### config.mk
export PLATFORM = sky130hd
export DESIGN_NAME = pkt_match_responder
export DESIGN_NICKNAME = d
export VERILOG_FILES = /design/src/rtl/pkt_match_pkg.sv /design/src/rtl/pkt_match_fifo.sv /design/src/rtl/pkt_match_responder.sv
export SDC_FILE = /design/constraint.sdc
export NUM_CORES = 1
export LEC_CHECK = 0
export CAP_MARGIN = 40
export CORE_UTILIZATION = 35
export CTS_CLUSTER_DIAMETER = 50
export DETAILED_ROUTE_END_ITERATION = 12
export HOLD_SLACK_MARGIN = 0.12
export PLACE_DENSITY = 0.57
export SLEW_MARGIN = 20
export SYNTH_ARGS = -nofsm -noshare
export SYNTH_HDL_FRONTEND = slang
export SYNTH_HIERARCHICAL = 1
export SYNTH_SLANG_ARGS = --single-unit
export TNS_END_PERCENT = 50
### constraint.sdc
create_clock -name clock -period 4 [get_ports clock]
set_clock_uncertainty 0.2 [all_clocks]
set_input_delay 1 -clock clock [delete_from_list [all_inputs] [get_ports clock]]
set_output_delay 1 -clock clock [all_outputs]
set_load 0.01 [all_outputs]
### src/rtl/pkt_match_pkg.sv
// Shared types and constants for the packet match responder.
// Holds the result/entry record layouts, receive FSM states and the
// broadcast address used by the lookup.
package pkt_match_pkg;

    localparam int TAG_W  = 10;
    localparam int MASK_W = 4;
    localparam int MAC_W  = 48;

    localparam logic [MAC_W-1:0] BCAST_MAC = 48'hFFFF_FFFF_FFFF;

    typedef struct packed {
        logic [MASK_W-1:0] mask;
        logic [TAG_W-1:0]  tag;
    } match_result_t;

    typedef struct packed {
        logic              en;
        logic [MAC_W-1:0]  mac;
        logic [MASK_W-1:0] mask;
    } match_entry_t;

    typedef enum logic {
        IDLE,
        BODY
    } rx_state_t;

    localparam int RES_W = $bits(match_result_t);

    // A broadcast destination always falls back to the default port mask.
    function automatic logic isBroadcast(input logic [MAC_W-1:0] mac);
        return (mac == BCAST_MAC);
    endfunction

endpackage

### src/rtl/pkt_match_fifo.sv
// Show-ahead synchronous FIFO of match results.
// The head entry is presented combinationally whenever the FIFO is not
// empty; the output reads as zero while empty so nothing stale leaks out.
// A push is accepted when full provided a pop happens in the same cycle.
module pkt_match_fifo
    import pkt_match_pkg::*;
#(
    parameter int DEPTH = 4
) (
    input  logic                         clock,
    input  logic                         reset,
    input  logic                         i_push,
    input  logic [RES_W-1:0]             i_data,
    input  logic                         i_pop,
    output logic [RES_W-1:0]             o_data,
    output logic                         o_valid,
    output logic [$clog2(DEPTH):0]       o_count
);

    localparam int PTR_W = $clog2(DEPTH);
    localparam int CNT_W = PTR_W + 1;
    localparam logic [CNT_W-1:0] LP_DEPTH = CNT_W'(DEPTH);

    match_result_t    r_mem [DEPTH];
    logic [PTR_W-1:0] r_rdPtr;
    logic [PTR_W-1:0] r_wrPtr;
    logic [CNT_W-1:0] r_count;

    logic w_empty;
    logic w_full;
    logic w_doPop;
    logic w_doPush;

    assign w_empty  = (r_count == '0);
    assign w_full   = (r_count == LP_DEPTH);
    assign w_doPop  = i_pop && !w_empty;
    assign w_doPush = i_push && (!w_full || w_doPop);

    // Pointers and occupancy; depth is a power of two so pointers wrap naturally.
    always_ff @(posedge clock or negedge reset) begin
        if (!reset) begin
            r_rdPtr <= '0;
            r_wrPtr <= '0;
            r_count <= '0;
        end else begin
            if (w_doPush) begin
                r_wrPtr <= r_wrPtr + 1'b1;
            end
            if (w_doPop) begin
                r_rdPtr <= r_rdPtr + 1'b1;
            end
            if (w_doPush && !w_doPop) begin
                r_count <= r_count + 1'b1;
            end else if (w_doPop && !w_doPush) begin
                r_count <= r_count - 1'b1;
            end
        end
    end

    // Storage needs no reset: the count alone decides what is visible.
    always_ff @(posedge clock) begin
        if (w_doPush) begin
            r_mem[r_wrPtr] <= i_data;
        end
    end

    assign o_valid = !w_empty;
    assign o_data  = w_empty ? '0 : r_mem[r_rdPtr];
    assign o_count = r_count;

endmodule

### src/rtl/pkt_match_responder.sv
// Packet match responder: captures tag and destination MAC from the first
// beat of each packet, looks the MAC up in a small programmable table one
// cycle later, and queues {port_mask, tag} until the consumer takes it.
// Optional feature macro: PKT_MATCH_STATS_EN adds stat_hits/stat_misses.
module pkt_match_responder
    import pkt_match_pkg::*;
#(
    parameter int                NUM_ENTRIES  = 8,
    parameter int                FIFO_DEPTH   = 4,
    parameter logic [MASK_W-1:0] DEFAULT_MASK = 4'hF
) (
    input  logic                           clock,
    input  logic                           reset,
    input  logic [73:0]                    packet_data,
    input  logic                           packet_valid,
    input  logic                           packet_sop,
    input  logic                           packet_eop,
    output logic                           packet_ready,
    output logic [13:0]                    tagout_data,
    output logic                           tagout_valid,
    input  logic                           tagout_ready,
    input  logic                           cfg_we,
    input  logic [$clog2(NUM_ENTRIES)-1:0] cfg_idx,
    input  logic                           cfg_en,
    input  logic [47:0]                    cfg_mac,
    input  logic [3:0]                     cfg_mask,
`ifdef PKT_MATCH_STATS_EN
    output logic [31:0]                    stat_hits,
    output logic [31:0]                    stat_misses,
`endif
    output logic [15:0]                    err_count
);

    localparam int CNT_W = $clog2(FIFO_DEPTH) + 1;
    localparam logic [CNT_W-1:0] LP_DEPTH = CNT_W'(FIFO_DEPTH);

    rx_state_t r_state;
    rx_state_t w_nextState;

    logic             w_readyRule;
    logic             w_accept;
    logic             w_capture;
    logic             w_protoErr;
    logic [CNT_W-1:0] w_fifoCount;
    logic [CNT_W-1:0] w_occupancy;

    logic             r_pending;
    logic [TAG_W-1:0] r_tag;
    logic [MAC_W-1:0] r_dmac;

    match_entry_t      r_table [NUM_ENTRIES];
    logic              w_hit;
    logic [MASK_W-1:0] w_hitMask;
    logic              w_bcast;
    match_result_t     w_result;

    logic [15:0] r_errCount;
    logic        w_unusedPayload;

    // The low payload bytes never influence the lookup.
    assign w_unusedPayload = ^packet_data[15:0];

    // Pending lookups count against FIFO space so every header has a slot.
    assign w_occupancy  = w_fifoCount + {{(CNT_W-1){1'b0}}, r_pending};
    assign w_readyRule  = (r_state == BODY) || (w_occupancy < LP_DEPTH);
    assign packet_ready = reset && w_readyRule;
    assign w_accept     = packet_valid && packet_ready;

    // Receive state register.
    always_ff @(posedge clock or negedge reset) begin
        if (!reset) begin
            r_state <= IDLE;
        end else begin
            r_state <= w_nextState;
        end
    end

    // Packet framing: decide header capture, protocol errors and next state.
    always_comb begin
        w_nextState = r_state;
        w_capture   = 1'b0;
        w_protoErr  = 1'b0;
        case (r_state)
            IDLE: begin
                if (w_accept) begin
                    if (packet_sop) begin
                        w_capture = 1'b1;
                        if (!packet_eop) begin
                            w_nextState = BODY;
                        end
                    end else begin
                        w_protoErr = 1'b1;
                    end
                end
            end
            BODY: begin
                if (w_accept) begin
                    if (packet_sop) begin
                        w_capture  = 1'b1;
                        w_protoErr = 1'b1;
                    end
                    if (packet_eop) begin
                        w_nextState = IDLE;
                    end
                end
            end
            default: begin
                w_nextState = IDLE;
            end
        endcase
    end

    // Latch the header fields; the lookup runs the cycle after capture.
    always_ff @(posedge clock or negedge reset) begin
        if (!reset) begin
            r_pending <= 1'b0;
            r_tag     <= '0;
            r_dmac    <= '0;
        end else begin
            r_pending <= w_capture;
            if (w_capture) begin
                r_tag  <= packet_data[73:64];
                r_dmac <= packet_data[63:16];
            end
        end
    end

    // Table writes land at the clock edge, so a same-cycle lookup sees old data.
    always_ff @(posedge clock or negedge reset) begin
        if (!reset) begin
            for (int i = 0; i < NUM_ENTRIES; i++) begin
                r_table[i] <= '0;
            end
        end else if (cfg_we) begin
            r_table[cfg_idx] <= '{en: cfg_en, mac: cfg_mac, mask: cfg_mask};
        end
    end

    // Scan high to low so the lowest matching index is the one that sticks.
    always_comb begin
        w_hit     = 1'b0;
        w_hitMask = '0;
        for (int i = NUM_ENTRIES - 1; i >= 0; i--) begin
            if (r_table[i].en && (r_table[i].mac == r_dmac)) begin
                w_hit     = 1'b1;
                w_hitMask = r_table[i].mask;
            end
        end
    end

    assign w_bcast       = isBroadcast(r_dmac);
    assign w_result.mask = (w_bcast || !w_hit) ? DEFAULT_MASK : w_hitMask;
    assign w_result.tag  = r_tag;

    // Saturating count of framing violations.
    always_ff @(posedge clock or negedge reset) begin
        if (!reset) begin
            r_errCount <= '0;
        end else if (w_protoErr && (r_errCount != 16'hFFFF)) begin
            r_errCount <= r_errCount + 16'd1;
        end
    end

    assign err_count = r_errCount;

`ifdef PKT_MATCH_STATS_EN
    logic [31:0] r_statHits;
    logic [31:0] r_statMisses;

    // Wrapping hit/miss counters, updated in the lookup cycle.
    always_ff @(posedge clock or negedge reset) begin
        if (!reset) begin
            r_statHits   <= '0;
            r_statMisses <= '0;
        end else if (r_pending) begin
            if (w_hit && !w_bcast) begin
                r_statHits <= r_statHits + 32'd1;
            end else begin
                r_statMisses <= r_statMisses + 32'd1;
            end
        end
    end

    assign stat_hits   = r_statHits;
    assign stat_misses = r_statMisses;
`endif

    pkt_match_fifo #(
        .DEPTH (FIFO_DEPTH)
    ) u_fifo (
        .clock   (clock),
        .reset   (reset),
        .i_push  (r_pending),
        .i_data  (w_result),
        .i_pop   (tagout_ready),
        .o_data  (tagout_data),
        .o_valid (tagout_valid),
        .o_count (w_fifoCount)
    );

endmodule

======== Word level (Yosys, flattened, before mapping) ========
Memory sizes are Yosys's and may differ from the RTL's.
Index checks and enable logic that the tools add are counted.
word-level totals
  flip-flop bits (word level) ............. 507
  memory bits (writable) .................. 56
  input port bits ......................... 137
  output and inout port bits .............. 32
  logic and storage cells ................. 116
  memories ................................ 1
operators by class
  add/sub/neg operators ................... 6
  order comparisons ....................... 3
  eq/ne operators ......................... 11
  muxes and demuxes ....................... 35
  bitwise gates (word level) .............. 2
  reductions and logical operators ........ 26
memories
  memory        words  width  read ports  clocked after memory_dff  wr ports  line                  text
  u_fifo.r_mem  4      14     1           0                         1         pkt_match_fifo.sv:24  match_result_t r_mem [DEPTH];
operators by type and width
  operator               number
  $bwmux 424             1
  $eq 48x48->1           8
  $demux 53 s3           1
  $mux 53                1
  $eq 48x48->1 const B   1
  $mux 4                 9
  $mux 1                 18
  $add 16x1->16 const B  1
  $logic_and 1x1->1      16
  $ne 16x16->1 const B   1
  $mux 14                1
  $mux 3                 2
  $logic_not 1->1        5
  $add 2x1->2 const B    2
  $ge 4x4->1 const B     1
  $lt 4x1->1 const B     1
  $not 3->4              1
  $pmux 1 s2             2
  $add 3x1->3            1
  $add 3x1->3 const B    1
  $eq 3x3->1 const B     1
  $logic_not 3->1        1
  $logic_or 1x1->1       3
  $lt 3x3->1 const B     1
  3 further kinds        3

======== Longest topological paths before layout ========
  depth in word-level cells ............... 13
  mapped depth ............................ 10
  mapped depth without buffers ............ 8

======== Cells and area by module ========
Netlist, hierarchy kept.
modules (own cells, without submodules)
  module               instances  cells an instance  area an instance (µm²)  sequential area each (µm²)
  pkt_match_responder  1          1933               23646.4                 12512.0
  pkt_match_fifo       1          123                2567.5                  1856.8

======== Least setup slack after synthesis ========
No wires, ideal clock.
  path type ............................... reg2reg
  from .................................... register r_dmac[7]
  to ...................................... memory u_fifo/r_mem[0][10] (netlist name), data pin
  setup time .............................. 0.155 ns
  arrival ................................. 2.885 ns
  required time ........................... 3.645 ns
  path slack .............................. 0.760 ns
  cell stages (with the launch flop) ...... 10
  buffers on the path ..................... 1
  clock period less this slack ............ 3.240 ns
  cells stage by stage .................... dfrtp_1 buf_6 xor2_1 a2111o_1 or4_4 or4_4 and2_4 nor3b_1 or4_1 nand4_1
RTL lines
  what                      line                        text
  start: declaration        pkt_match_responder.sv:49   logic [MAC_W-1:0] r_dmac;
  start signal: assignment  pkt_match_responder.sv:123  r_dmac <= packet_data[63:16];
  end: declaration          pkt_match_fifo.sv:24

==> run metrics <==
startpoint type of the worst setup path=flip-flop; largest net degree at the start of global routing=164; crit path to=u_fifo/r_mem[2][11]; largest area contributor in the netlist=dfrtp_1; average size of a mapped cell=between 10 and 15 µm²; Fin. Hold Viols=0; first-pass GRT wire length=126,000 µm; Max Fclk=0.265 GHz; Clock Tree Root=clkbuf_16; RD Place Congestion=between 0.8 and 0.9; Max-slew headroom=0.217; max-cap violations=0; cells after synthesis=between 2,000 and 2,500; Antenna Cells=0; core area=0.0736 mm²; Slew Viols, Final=0; worst-margin pin slew=1.17 ns; CP arrival=4.02 ns; pre-CTS WS=between 0.3 and 0.4 ns; drt initial violations=1,188; area grow syn2layout=23.2%; Leak=about 13 nW; clock latency on the worst-skew pair=0.63 ns; overall routed net length=~87,000 µm; routed length per instance=26.3 µm; RSZ-0062 raised after global routing=no; fin crit share=0.943; Resize count post-CTS=0; final setup margin=0.227 ns; Worst Reg-to-Reg Cells=8; Post-route DRC=0; Critical Path RT=4.25 ns; DRT Pass-1 Iters=5; Synth top area share=0.484; clock transition at the registers of the reported paths=0.06 ns; nets=2,447; Sink Count=around 560; crit path cell chain=xnor2_1, nand4_1, nor4_1, nand4_1, or4_1, o211a_1, o311ai_0, a211o_1; most used cell, CP=nand4_1; post-CTS setup buffer count=0; CTS Hold Bufs=0; Initial Util=0.356; Slowest Stage Delay on Critical Path=0.76 ns; vias post-DR=about 18,000; Worst setup EP type=flip-flop; initial antenna violation count=2; Longest Clk Path Bufs=3; routed vias/inst=5.28; I/O pin count=169; Post-Synthesis Cell Area=0.0262 mm²; remaining antenna violation count=0; die span in x=276 µm; DP HPWL=60,500 µm; Seq cells post-synth=563; RR Endpoint=u_fifo/r_mem[2][11]; die area=0.0760 mm²; Hold Startpoint=r_dmac[32]; CP max stage cell=dfrtp_1; Rows=between 90 and 100; Synth async-reset ratio=0.901; H-tree depth reported by CTS=3; outcome=complete, no violations; ranking of synthesized cells by area=dfrtp_1 48%, mux2_2 18%, xnor2_1 7.1%; critical path type=reg -> reg; Crit. Startpoint=r_dmac[33]; Worst Hold Class=reg -> reg; Tmin final=3.77 ns; EDFF count, synth=56; Die H=276 µm; final setup TNS=0 ns; worst vdd ir=0.369 mV; syn_nets=between 2,000 and 2,500; vias in the first global route=18,100; sequential share of the synthesized area=0.548; Buffers on Ports=152; # setup viols final=0; internal reg-to-reg setup slack=0.23 ns; GR Overflow Total=0; Post-synth top flop=dfrtp_1; CP Max Fanout=11; Num CTS Buffers=75; final hold slack=approximately 0.28 ns; Warnings, synthesis=6; Yosys cell types=65; R2R Path Start=r_dmac[33]; CTS tree=done; pwr/cell area=710 mW/mm²; gr usage total=0.233; layout cell share with drive strength beyond 1=0.294
==> worst max-delay path: cells and delay by family (launching register included) <==
kind             cells  cell delay (ns)
XOR/XNOR             1             0.19
flip-flops           1             0.76
AO/OA/AOI/OAI        3             0.84
AND/OR/NAND/NOR      4             1.61
==> cells in the final DEF (no fill, tap or decap), types with 56 or more instances in the layout <==
master and instances:
buf_4 113, xor2_1 152, clkbuf_16 76, mux2_2 408
clkdlybuf4s50_1 151, dfrtp_1 507, nand2_1 195, nand4_1 76
edfxtp_1 56, xnor2_1 213
==> state kept, by name (all words and copies together) (netlist names) <==
name / count
r_table: 424
u_fifo/r_wrPtr: 2
u_fifo/r_rdPtr: 2
r_state: 1
r_pending: 1
u_fifo/r_mem: 56
u_fifo/o_count: 3
r_tag: 10
r_dmac: 48
err_count: 16
==> layer usage <==
layer  global-route usage  routed length [µm]  vias up
met3               0.0385                4470      130
li1                     -                   -     7686
met4               0.0756                2730        2
met5                    0                  20        -
met2                0.386               42200      502
met1                0.309               37900     9227
==> worst min-delay path by stage <==
stage / cells past startpoint / to
CTS: 2 / r_dmac[32]
global route: 1 / r_table[213]
global placement: 2 / r_dmac[32]
detailed placement: 2 / r_dmac[32]
floorplan: 1 / r_table[106]
finish: 2 / r_dmac[32]
==> cells by family after synthesis <==
| logic type | synth area share |
|---|---|
| simple gates | 0.0867 |
| buf+inv | 0.0249 |
| mux | 0.189 |
| xor+xnor | 0.122 |
| fa+ha+maj | 0.00363 |
| compound gates | 0.0252 |
| flops | 0.548 |
==> Yosys cell counts, types with 11 or more instances <==
| cell | n |
|---|---|
| dfrtp_1 | 507 |
| nor4_1 | 40 |
| o21ai_0 | 41 |
| nand2_1 | 196 |
| inv_1 | 45 |
| mux2_2 | 408 |
| nand3_1 | 15 |
| edfxtp_1 | 56 |
| and2_1 | 23 |
| xnor2_1 | 213 |
| nand4_1 | 76 |
| xor2_1 | 152 |
| clkbuf_1 | 98 |
| nand2b_1 | 11 |
| nor3_1 | 16 |
| nor2_1 | 14 |
==> metrics by stage <==
stage / util / instances / instance area [µm²] / power [mW]
final: 0.439 / 3322 / 32300 / 22.9
after detailed placement: 0.403 / 3182 / 29700 / 16.2
after floorplan: - / 2056 / 26200 / 12.7
after global routing: 0.439 / 3322 / 32300 / 23.9
after global placement: 0.403 / 3179 / 29600 / 16.0
after CTS: 0.438 / 3319 / 32200 / 23.0
==> area by class of cell <==
| cell class | instances | area (µm²) |
|---|---|---|
| multi-input cells | 1331 | 11200 |
| repair buffers | 286 | 2790 |
| flip-flops and latches | 563 | 14400 |
| clock inverters | 39 | 418 |
| fillers | 6762 | 41300 |
| inverters | 46 | 174 |
| clock buffers | 98 | 2110 |
| well taps | 959 | 1200 |
==> power breakdown <==
part	leakage (nW)	switching (mW)	internal [mW]
sequential	6.60	1.65	7.16
clock	1.22	2.69	4.10
combinational	5.53	3.77	3.56
Note: power is estimated with default switching activity, not from simulation.
